--- src/rtl/obstacle_render_pkg.sv ---
// Shared constants for the obstacle tile renderer: widths, default palette,
// hash/offset constants and the per-style wall bitmaps.
package obstacle_render_pkg;

  localparam int STYLE_WIDTH_DEF = 2;
  localparam int COLOR_WIDTH_DEF = 2;
  localparam int HASH_CHUNK      = 3;
  localparam int RND_OFFSET      = 7;

  localparam logic [11:0] PAL_DEF_0 = 12'h5B0;
  localparam logic [11:0] PAL_DEF_1 = 12'h000;
  localparam logic [11:0] PAL_DEF_2 = 12'h777;
  localparam logic [11:0] PAL_DEF_3 = 12'hAAA;

  function automatic logic [11:0] pal_default(input int idx);
    case (idx)
      0:       return PAL_DEF_0;
      1:       return PAL_DEF_1;
      2:       return PAL_DEF_2;
      3:       return PAL_DEF_3;
      default: return 12'h000;
    endcase
  endfunction

  // Styles 0..3 are border, stripes, checker and diagonal; styles 4..7 reuse
  // them with the colour index mirrored so every style stays distinct.
  function automatic int style_pixel(input int style, input int v, input int u);
    int pat;
    pat = 0;
    case (style % 4)
      0:       pat = (u == 0 || v == 0) ? 1 : 2;
      1:       pat = ((v % 2) == 1) ? 3 : 2;
      2:       pat = (((u ^ v) & 1) == 1) ? 3 : 0;
      default: pat = (u + v) % 4;
    endcase
    if (style >= 4) pat = 3 - pat;
    return pat;
  endfunction

endpackage

--- src/rtl/obstacle_style_rom.sv ---
// Style bitmap ROM with a registered read; rows at or beyond the tile height
// of the bitmap read back as colour index 0.
module obstacle_style_rom
  import obstacle_render_pkg::*;
#(
  parameter int OBSTACLE_WIDTH = 10,
  parameter int SCREEN_WIDTH   = 10,
  parameter int STYLE_WIDTH    = STYLE_WIDTH_DEF,
  parameter int COLOR_WIDTH    = COLOR_WIDTH_DEF
) (
  input  logic                    clk_i,
  input  logic                    rst_ni,
  input  logic [STYLE_WIDTH-1:0]  style_i,
  input  logic [SCREEN_WIDTH-1:0] v_i,
  input  logic [SCREEN_WIDTH-1:0] u_i,
  output logic [COLOR_WIDTH-1:0]  idx_o
);

  logic [COLOR_WIDTH-1:0] idx_q;

  // Address {style, v, u} flattened as style*W*W + v*W + u.
  always_ff @(posedge clk_i or negedge rst_ni) begin
    if (!rst_ni) begin
      idx_q <= '0;
    end else if (int'(v_i) < OBSTACLE_WIDTH) begin
      idx_q <= COLOR_WIDTH'(style_pixel(int'(style_i), int'(v_i), int'(u_i)));
    end else begin
      idx_q <= '0;
    end
  end

  assign idx_o = idx_q;

endmodule

--- src/rtl/obstacle_tile_renderer.sv ---
// Three-stage obstacle tile renderer: style/coordinate select, style ROM read,
// palette lookup, with a writable palette and frame-driven style animation.
module obstacle_tile_renderer
  import obstacle_render_pkg::*;
#(
  parameter int OBSTACLE_WIDTH = 10,
  parameter int SCREEN_WIDTH   = 10,
  parameter int PHY_WIDTH      = 16,
  parameter int PIXEL_WIDTH    = 12,
  parameter int STYLE_NUM      = 4,
  parameter int STYLE_WIDTH    = STYLE_WIDTH_DEF,
  parameter int COLOR_NUM      = 4,
  parameter int COLOR_WIDTH    = COLOR_WIDTH_DEF
) (
  input  logic                    sys_clk,
  input  logic                    sys_rst_n,
  input  logic                    pix_valid,
  input  logic [SCREEN_WIDTH-1:0] obstacle_x_rom,
  input  logic [SCREEN_WIDTH-1:0] obstacle_y_rom,
  input  logic [PHY_WIDTH-1:0]    obstacle_block_abs_y,
  input  logic [PHY_WIDTH-1:0]    obstacle_abs_pos_y,
  input  logic [PHY_WIDTH-1:0]    obstacle_abs_pos_x,
  input  logic                    obstacle_on,
  input  logic                    anim_en,
  input  logic                    frame_tick,
  input  logic                    pal_wr_en,
  input  logic [COLOR_WIDTH-1:0]  pal_wr_idx,
  input  logic [PIXEL_WIDTH-1:0]  pal_wr_data,
  output logic [PIXEL_WIDTH-1:0]  rgb,
  output logic                    rgb_on,
  output logic                    rgb_valid
);

  localparam int HASH_BITS = ((PHY_WIDTH + HASH_CHUNK - 1) / HASH_CHUNK) * HASH_CHUNK;

  logic [STYLE_WIDTH-1:0]  phase_q;
  logic [STYLE_WIDTH-1:0]  style_d, s1Style_q;
  logic [SCREEN_WIDTH-1:0] u_d, v_d, s1U_q, s1V_q;
  logic                    s1On_q, s1Valid_q, s2On_q, s2Valid_q;
  logic [COLOR_WIDTH-1:0]  s2Idx;
  logic [PIXEL_WIDTH-1:0]  rgb_q;
  logic                    rgbOn_q, rgbValid_q;
  logic [PIXEL_WIDTH-1:0]  pal_q [COLOR_NUM];

  logic [SCREEN_WIDTH-1:0] which, xMod;
  logic [PHY_WIDTH-1:0]    blockX;
  logic [HASH_BITS-1:0]    posYPad;
  logic [HASH_CHUNK-1:0]   hash;
  logic [STYLE_WIDTH-1:0]  base, phaseEff;
  logic                    rnd, face;

  assign posYPad = HASH_BITS'(obstacle_abs_pos_y);

  // Stage-1 select: pick a style from the block position or the y hash,
  // then mirror the column when the tile faces the other way.
  always_comb begin
    which  = obstacle_x_rom / SCREEN_WIDTH'(OBSTACLE_WIDTH);
    xMod   = obstacle_x_rom % SCREEN_WIDTH'(OBSTACLE_WIDTH);
    blockX = (obstacle_abs_pos_x << 1) + obstacle_block_abs_y
           + PHY_WIDTH'(OBSTACLE_WIDTH) * PHY_WIDTH'(which) - PHY_WIDTH'(RND_OFFSET);
    hash   = '0;
    for (int i = 0; i < HASH_BITS / HASH_CHUNK; i++) begin
      hash = hash ^ posYPad[i*HASH_CHUNK +: HASH_CHUNK];
    end
    rnd      = blockX[4] & blockX[3] & (|blockX[1:0]);
    base     = rnd ? STYLE_WIDTH'(blockX) : STYLE_WIDTH'(hash);
    phaseEff = anim_en ? phase_q : '0;
    style_d  = STYLE_WIDTH'((int'(base) + int'(phaseEff)) % STYLE_NUM);
    face     = rnd | (hash[1] ^ hash[0]);
    u_d      = face ? xMod : SCREEN_WIDTH'(OBSTACLE_WIDTH - 1) - xMod;
    v_d      = obstacle_y_rom >> 1;
  end

  always_ff @(posedge sys_clk or negedge sys_rst_n) begin
    if (!sys_rst_n) begin
      phase_q <= '0;
    end else if (anim_en && frame_tick) begin
      phase_q <= (phase_q == STYLE_WIDTH'(STYLE_NUM - 1)) ? '0 : phase_q + 1'b1;
    end
  end

  always_ff @(posedge sys_clk or negedge sys_rst_n) begin
    if (!sys_rst_n) begin
      s1Style_q <= '0;
      s1U_q     <= '0;
      s1V_q     <= '0;
      s1On_q    <= 1'b0;
      s1Valid_q <= 1'b0;
      s2On_q    <= 1'b0;
      s2Valid_q <= 1'b0;
    end else begin
      s1Style_q <= style_d;
      s1U_q     <= u_d;
      s1V_q     <= v_d;
      s1On_q    <= obstacle_on;
      s1Valid_q <= pix_valid;
      s2On_q    <= s1On_q;
      s2Valid_q <= s1Valid_q;
    end
  end

  obstacle_style_rom #(
    .OBSTACLE_WIDTH(OBSTACLE_WIDTH),
    .SCREEN_WIDTH  (SCREEN_WIDTH),
    .STYLE_WIDTH   (STYLE_WIDTH),
    .COLOR_WIDTH   (COLOR_WIDTH)
  ) u_rom (
    .clk_i  (sys_clk),
    .rst_ni (sys_rst_n),
    .style_i(s1Style_q),
    .v_i    (s1V_q),
    .u_i    (s1U_q),
    .idx_o  (s2Idx)
  );

  // Write and stage-3 read share an edge, so a colliding read sees the old entry.
  always_ff @(posedge sys_clk or negedge sys_rst_n) begin
    if (!sys_rst_n) begin
      for (int i = 0; i < COLOR_NUM; i++) begin
        pal_q[i] <= PIXEL_WIDTH'(pal_default(i));
      end
    end else if (pal_wr_en) begin
      pal_q[pal_wr_idx] <= pal_wr_data;
    end
  end

  always_ff @(posedge sys_clk or negedge sys_rst_n) begin
    if (!sys_rst_n) begin
      rgb_q      <= '0;
      rgbOn_q    <= 1'b0;
      rgbValid_q <= 1'b0;
    end else begin
      rgb_q      <= s2On_q ? pal_q[s2Idx] : '0;
      rgbOn_q    <= s2On_q;
      rgbValid_q <= s2Valid_q;
    end
  end

  assign rgb       = rgb_q;
  assign rgb_on    = rgbOn_q;
  assign rgb_valid = rgbValid_q;

endmodule

--- config.mk ---
export PLATFORM = sky130hd
export DESIGN_NAME = obstacle_tile_renderer
export DESIGN_NICKNAME = d
export VERILOG_FILES = /design/src/rtl/obstacle_render_pkg.sv /design/src/rtl/obstacle_style_rom.sv /design/src/rtl/obstacle_tile_renderer.sv
export SDC_FILE = /design/constraint.sdc
export NUM_CORES = 1
export LEC_CHECK = 0
export CORE_MARGIN = 2
export CORE_UTILIZATION = 54
export CTS_BUF_LIST = sky130_fd_sc_hd__clkbuf_4 sky130_fd_sc_hd__clkbuf_8
export DETAILED_ROUTE_END_ITERATION = 8
export PLACE_DENSITY = 0.9
export RECOVER_POWER = 25
export SLEW_MARGIN = 20
export SYNTH_ARGS = -nofsm -noshare
export SYNTH_HDL_FRONTEND = slang
export SYNTH_SLANG_ARGS = --single-unit
export TNS_END_PERCENT = 1
--- constraint.sdc ---
create_clock -name sys_clk -period 2.5 [get_ports sys_clk]
set_clock_uncertainty 0.2 [all_clocks]
set_input_delay 0.625 -clock sys_clk [delete_from_list [all_inputs] [get_ports sys_clk]]
set_output_delay 0.625 -clock sys_clk [all_outputs]
set_load 0.02 [all_outputs]
==> impl_metrics.toml, run 1 <==
[power]
switching_share_pct = 32.1
p_switching_w = 0.00146
intPower_w = 0.00309
p_total_w = 0.00456
seq_power_share_pct = 42.7
p_leak_nw = 3.12
p_per_area_nw_per_um2 = 616
ir_worst_vdd_mv = 0.307
clock_power_share_pct = 21.2
share_comb_of_total_power_pct = 36.1

[detailed_routing]
drc_errors = 0
wl_met3_um = 859
vias = 4297
wl_per_cell_um = 19.4
topRoutingLayerUsed = "met4"
totalWireLength_mm = 14.2
routedLengthMet1_mm = 5.53
ant_nets = 0
dr.pass1.iters = 5
route.met2.wl_mm = 7.32
viasPerCell = 5.89
dr.first_iter.drc_count = 278

[clock_network]
clock-sinks = 91
clock_latency_ps = 370
htreeDepth = 3
clk_pin_slew_ps = 100
cts_buffer_depth = 2
cts_tree = "built"
cts_made_buffers = 9
root_buffer = "clkbuf_8"

[logic_synthesis]
synth_area_per_cell_um2 = 11.6
ys_seq_area_share_pct = 44.2
ys_ff_latch = 91
synth_cell_type_count = 75
ys.warnings.count = 0
netlist_instances = 449
async_reset_ff_share_pct = 100
syn_area_um2 = 5210
ys.flop_type = "dfrtp_1"
synth_edf_count = 0

[final_layout]
nets = 697
instances_no_fill = 729
fill_cells = 531
layout-drive-gt1-share_pct = 43.3
syn_to_final_growth_pct = 42.0
final_util_pct = 79.7
diodes = 0
final_common_cell = "dfrtp_1"
final_cell_mix = "dfrtp_1 (71), buf_4 (69), clkdlybuf4s50_1 (53), mux2_2 (49), dfstp_2 (20)"

[global_route]
grt_max_degree = 42
grt_pass1_wl_mm = 22.6
grt_pass1_vias = 4557
antenna_found_initial = 0
grt_usage_pct = 28.5
grt_overflow_total = 0

[floorplanning]
die_y_um = 102
num_rows = 35
initial_core_util_pct = 56.1
dieArea_um2 = 10500
core_um2 = 9280
fp.dieW_um = 102
ioPinCount = 103

[worst_setup_path]
critPathCaptureType = "flip-flop"
r2r_cells = 6
cp-start-kind = "input port"
cp_data_arrival_time_ps = 5140
path_max_fanout = 6
cp.required_ps = 2600
r2r_slack_ps = 780
path_class = "input port to flip-flop"

[timing]
hold_violations = 0
fin_ws_ps = -2550
tightest_slew_ps = 807
rsz0062_at_grt = "true"
max_freq_mhz = 198
finalMaxSlewViolations = 0
holdWs_ps = 155
slew_headroom_pct = 46.2
finalCritPeriodShare_pct = 202
setup_viol = 9
fin_setup_tns_ps = -18900
period_needed_ps = 5050

[outcome]
violations = "setup timing"
status = "complete, but fails checks"

[worst_hold_path]
min_delay_path_depth = 0
hold_path.class = "flip-flop to flip-flop"

[placement]
hpwl_mm = 9.28
portBuffers = 73
place_congestion = 0.890
dp.cells = 694

[job]
cap_violations = 0
-- final timing paths --
| path | startpoint | endpoint |
|---|---|---|
| worst min register to register | s1Valid_q | s2Valid_q |
| worst max-delay path | obstacle_x_rom[7] | s1Style_q[1] |
| min in group asynchronous | sys_rst_n | pal_q[27] |
| max in group asynchronous | sys_rst_n | pal_q[7] |
| worst min-delay path | s1Valid_q | s2Valid_q |
| worst max register to register | s1V_q[4] | u_rom.idx_o[1] |
-- metrics by stage --
stage               cell area, µm²  worst slack [ps]
CTS                           7320             -2550
global placement              6610             -3270
detailed placement            6610             -3420
global route                  7400             -2810
finish                        7400             -2550
floorplan                     5310             -2700
-- power by group through the flow --
stage               clock network, W  registers [W]  logic [W]
floorplan                          0        0.00193   0.000922
global placement                   0        0.00192    0.00136
detailed placement                 0        0.00196    0.00144
CTS                         0.000984        0.00194    0.00162
global route                 0.00105        0.00197    0.00178
finish                      0.000965        0.00195    0.00165
-- state kept, by name, indices dropped and copies added, names as in the netlist, 2 cells and up --
signal / count
phase_q: 2
rgb: 12
u_rom.idx_o: 2
s1V_q: 9
s1Style_q: 2
pal_q: 48
s1U_q: 10
-- logic make-up after synthesis --
kind of cell	count (synthesis)	synth area share [%]
AND/OR/NAND/NOR	123	14.3
XOR/XNOR	27	4.68
buffers and inverters	50	4.68
adder cells (fa/ha/maj)	14	3.89
other	1	0.0720
AO/OA/AOI/OAI	74	10.6
flip-flops	91	44.2
multiplexers	69	17.6
-- cells in the mapped netlist, types with 4 or more instances --
cell / count / area (µm²)
buf_6: 4 / 45.0
dfstp_2: 20 / 526
nand2_1: 16 / 60.1
mux2_2: 49 / 552
nand3b_1: 4 / 30.0
o211ai_1: 5 / 37.5
xor2_1: 5 / 43.8
clkbuf_1: 6 / 22.5
nor4_1: 4 / 25.0
a31oi_1: 6 / 37.5
inv_1: 20 / 75.1
dfrtp_1: 71 / 1780
and2_1: 15 / 93.8
nor2b_1: 5 / 31.3
buf_1: 5 / 18.8
and4b_1: 4 / 40.0
mux4_2: 12 / 270
a21oi_1: 15 / 75.1
nor2_1: 21 / 78.8
fa_1: 4 / 80.1
ha_1: 9 / 113
o21ai_0: 11 / 55.1
nand2b_1: 8 / 50.1
buf_2: 12 / 60.1
xnor2_1: 21 / 184
mux2i_1: 7 / 70.1
nand3_1: 6 / 30.0
nor3_1: 11 / 55.1
-- worst max-delay path: stages --
cell,delay (ps)
buf_8,110
buf_12,130
buf_6,130
nor4b_4,120
a31oi_1,150
o21ai_1,80
or3_4,350
a21oi_4,160
maj3_2,210
o21ai_2,60
nand2b_4,90
inv_1,60
fa_1,470
inv_1,60
ha_2,170
and2_4,160
fa_2,390
xnor2_2,150
xnor2_1,170
xnor2_1,160
xnor2_1,170
nor2_1,110
mux2i_4,180
mux2i_1,220
ha_2,210
xnor2_2,110
xnor2_1,140
-- metal layers --
metal	vias to the layer above	global-route usage (%)
li1	1933	-
met1	2120	33.8
met2	205	50.4
met3	39	5.40
met4	0	12.9
met5	-	0
-- final cells by class --
type / count / area (µm²) / area share, %
multi-input cells: 310 / 3010 / 40.7
clock buffers: 10 / 138 / 1.86
repair buffers: 163 / 1650 / 22.3
flip-flops and latches: 91 / 2300 / 31.1
inverters: 20 / 75.1 / 1.01
clock inverters: 6 / 58.8 / 0.794
well taps: 129 / 161 / 2.18
-- timing repair --
action                                  in CTS  in global routing
buffers inserted                             9                  3
endpoints found under the hold margin       25                  0
resized for setup                          101                 11
endpoints found under the setup margin       9                  9
hold buffers                                 1                  0
pin swaps                                   43                 19
gates cloned                                 6                  0
Power figures use the tool's default switching activity.
==> run 2: changes to the inputs <==
Settings changed: CORE_UTILIZATION 54 to 55, CTS_BUF_LIST sky130_fd_sc_hd__clkbuf_4 sky130_fd_sc_hd__clkbuf_8 to sky130_fd_sc_hd__clkbuf_16, PLACE_DENSITY 0.9 to 0.91.
Clock period 2.5 ns to 6.2 ns, I/O delays scaled along.
==> impl_metrics.toml, run 2 (synthesis results as in run 1) <==
[global_route]
grt_usage_pct = 28.5
grt_max_degree = 92
grt_overflow_total = 0
grt_pass1_vias = 4688
grt_pass1_wl_mm = 22.5
antenna_found_initial = 0

[placement]
pre_cts_slack_ps = -923
portBuffers = 73
dp.cells = 670
place_congestion = 0.900
hpwl_mm = 8.86

[detailed_routing]
totalWireLength_mm = 14.4
ant_nets = 0
drc_errors = 0
viasPerCell = 6.08
dr.first_iter.drc_count = 267
dr.pass1.iters = 5
vias = 4377
wl_per_cell_um = 20.0

[timing]
period_needed_ps = 6270
fin_ws_ps = -71.2
tightest_slew_ps = 3750
rsz0062_at_grt = "true"
holdWs_ps = 144
finalCritPeriodShare_pct = 101
slew_headroom_pct = -150
setup_viol = 1
fin_setup_tns_ps = -71.2
finalMaxSlewViolations = 92
hold_violations = 0
max_freq_mhz = 159

[final_layout]
syn_to_final_growth_pct = 40.5
final_common_cell = "buf_4"
final_util_pct = 79.6
nets = 706
largest_reg_flops = 48
diodes = 0
final_cell_mix = "buf_4 (79), dfrtp_1 (71), clkdlybuf4s50_1 (54), mux2_2 (49), dfstp_2 (20)"
fill_cells = 504
regMostFlops = "pal_q"
layout-drive-gt1-share_pct = 43.0
instances_no_fill = 720

[outcome]
status = "complete, but fails checks"
violations = "capacitance limit, slew limit, setup timing"

[floorplanning]
die_y_um = 101
core_um2 = 9200
dieArea_um2 = 10300
ioPinCount = 103
fp.dieW_um = 101
initial_core_util_pct = 56.7
num_rows = 35

[worst_setup_path]
slowest_delay_ps = 510
r2r_slack_ps = 4260
crit_slowest_cell = "fa_2"
r2r_end = "rgb[2]"
cp-start-kind = "input port"
path_class = "input port to flip-flop"
cpMostUsedCell = "xnor2_1"
r2r_cells = 2
cp.required_ps = 6260
critPathCaptureType = "flip-flop"
cp_data_arrival_time_ps = 6330
regToRegStartpoint = "u_rom.idx_o[0]"
path_max_fanout = 8

[power]
p_per_area_nw_per_um2 = 271
p_leak_nw = 3.11
ir_worst_vdd_mv = 0.162

[worst_hold_path]
hold_path.class = "flip-flop to flip-flop"
holdPathEnd = "s2Valid_q"
min_from = "s1Valid_q"
min_delay_path_depth = 0

[clock_network]
clock_latency_ps = 340
cts_made_buffers = 9
root_buffer = "clkbuf_16"
clock-sinks = 91
clk_pin_slew_ps = 60
cts.hold.buffers_added = 0
htreeDepth = 3
cts_buffer_depth = 2
cts_tree = "built"

[job]
cap_violations = 1
-- run 2: changes by cell type in the layout (fill, tap and decap cells not counted), sizes merged, moves of 2 or more --
cell	before	now
buf	95	105
clkbuf	11	9
clkinv	3	0
dlygate4sd3	13	11
inv	22	24
-- run 2: through the flow --
stage,cell area (µm²),power [W]
2_1_floorplan,5270,0.00114
3_3_place_gp,6450,0.00130
3_5_place_dp,6450,0.00135
4_1_cts,7270,0.00197
5_1_grt,7320,0.00208
6_report,7320,0.00199
-- run 2: metal layers --
layer / vias up / global-route usage, % / share of wire, %
li1: 1944 / - / -
met1: 2172 / 31.9 / 37
met2: 206 / 51.2 / 53
met3: 55 / 4.97 / 5.7
met4: 0 / 16.0 / 4.0
met5: - / 0 / 0
-- run 2: critical path, delay by kind of cell --
family	cells	cell delay, ps
AO/OA/AOI/OAI	3	720
adder cells (fa/ha/maj)	4	1360
multiplexers	2	420
XOR/XNOR	6	930
AND/OR/NAND/NOR	5	860
buffers and inverters	5	480
-- run 2: how the worst max path moves through the flow --
stage | slack [ps] | endpoint | start
2_1_floorplan | 40 | s1Style_q[1] | obstacle_x_rom[9]
3_3_place_gp | -750 | s1Style_q[1] | obstacle_x_rom[6]
3_5_place_dp | -920 | s1Style_q[1] | obstacle_x_rom[6]
4_1_cts | 20 | s1Style_q[1] | obstacle_x_rom[7]
5_1_grt | -250 | s1Style_q[1] | obstacle_x_rom[7]
6_report | -70 | s1Style_q[1] | obstacle_x_rom[7]
-- run 2: area by class of cell --
type | instances | area, µm² | area share [%]
Tap cell | 111 | 139 | 1.90
Inverter | 20 | 75.1 | 1.03
Sequential cell | 91 | 2300 | 31.4
Clock inverter | 7 | 75.1 | 1.03
Multi-Input combinational cell | 310 | 2970 | 40.5
Timing Repair Buffer | 172 | 1540 | 21.0
Clock buffer | 9 | 225 | 3.08
-- run 2: power breakdown --
group,switching [W],internal [W]
Sequential,0.0000617,0.000719
Clock,0.000230,0.000315
Combinational,0.000302,0.000360
Total,0.000593,0.00139
-- run 2: timing repair --
item	CTS	global route
buffers inserted	30	1
pin swaps	44	12
endpoints found under the setup margin	8	8
gates resized for setup	98	10
cloned	3	0
==> run 3: changes to the inputs <==
Settings changed: TNS_END_PERCENT 1 to 5.
==> results of run 3 <==
No change in the layout: final DEF, timing and power equal those of run 2.
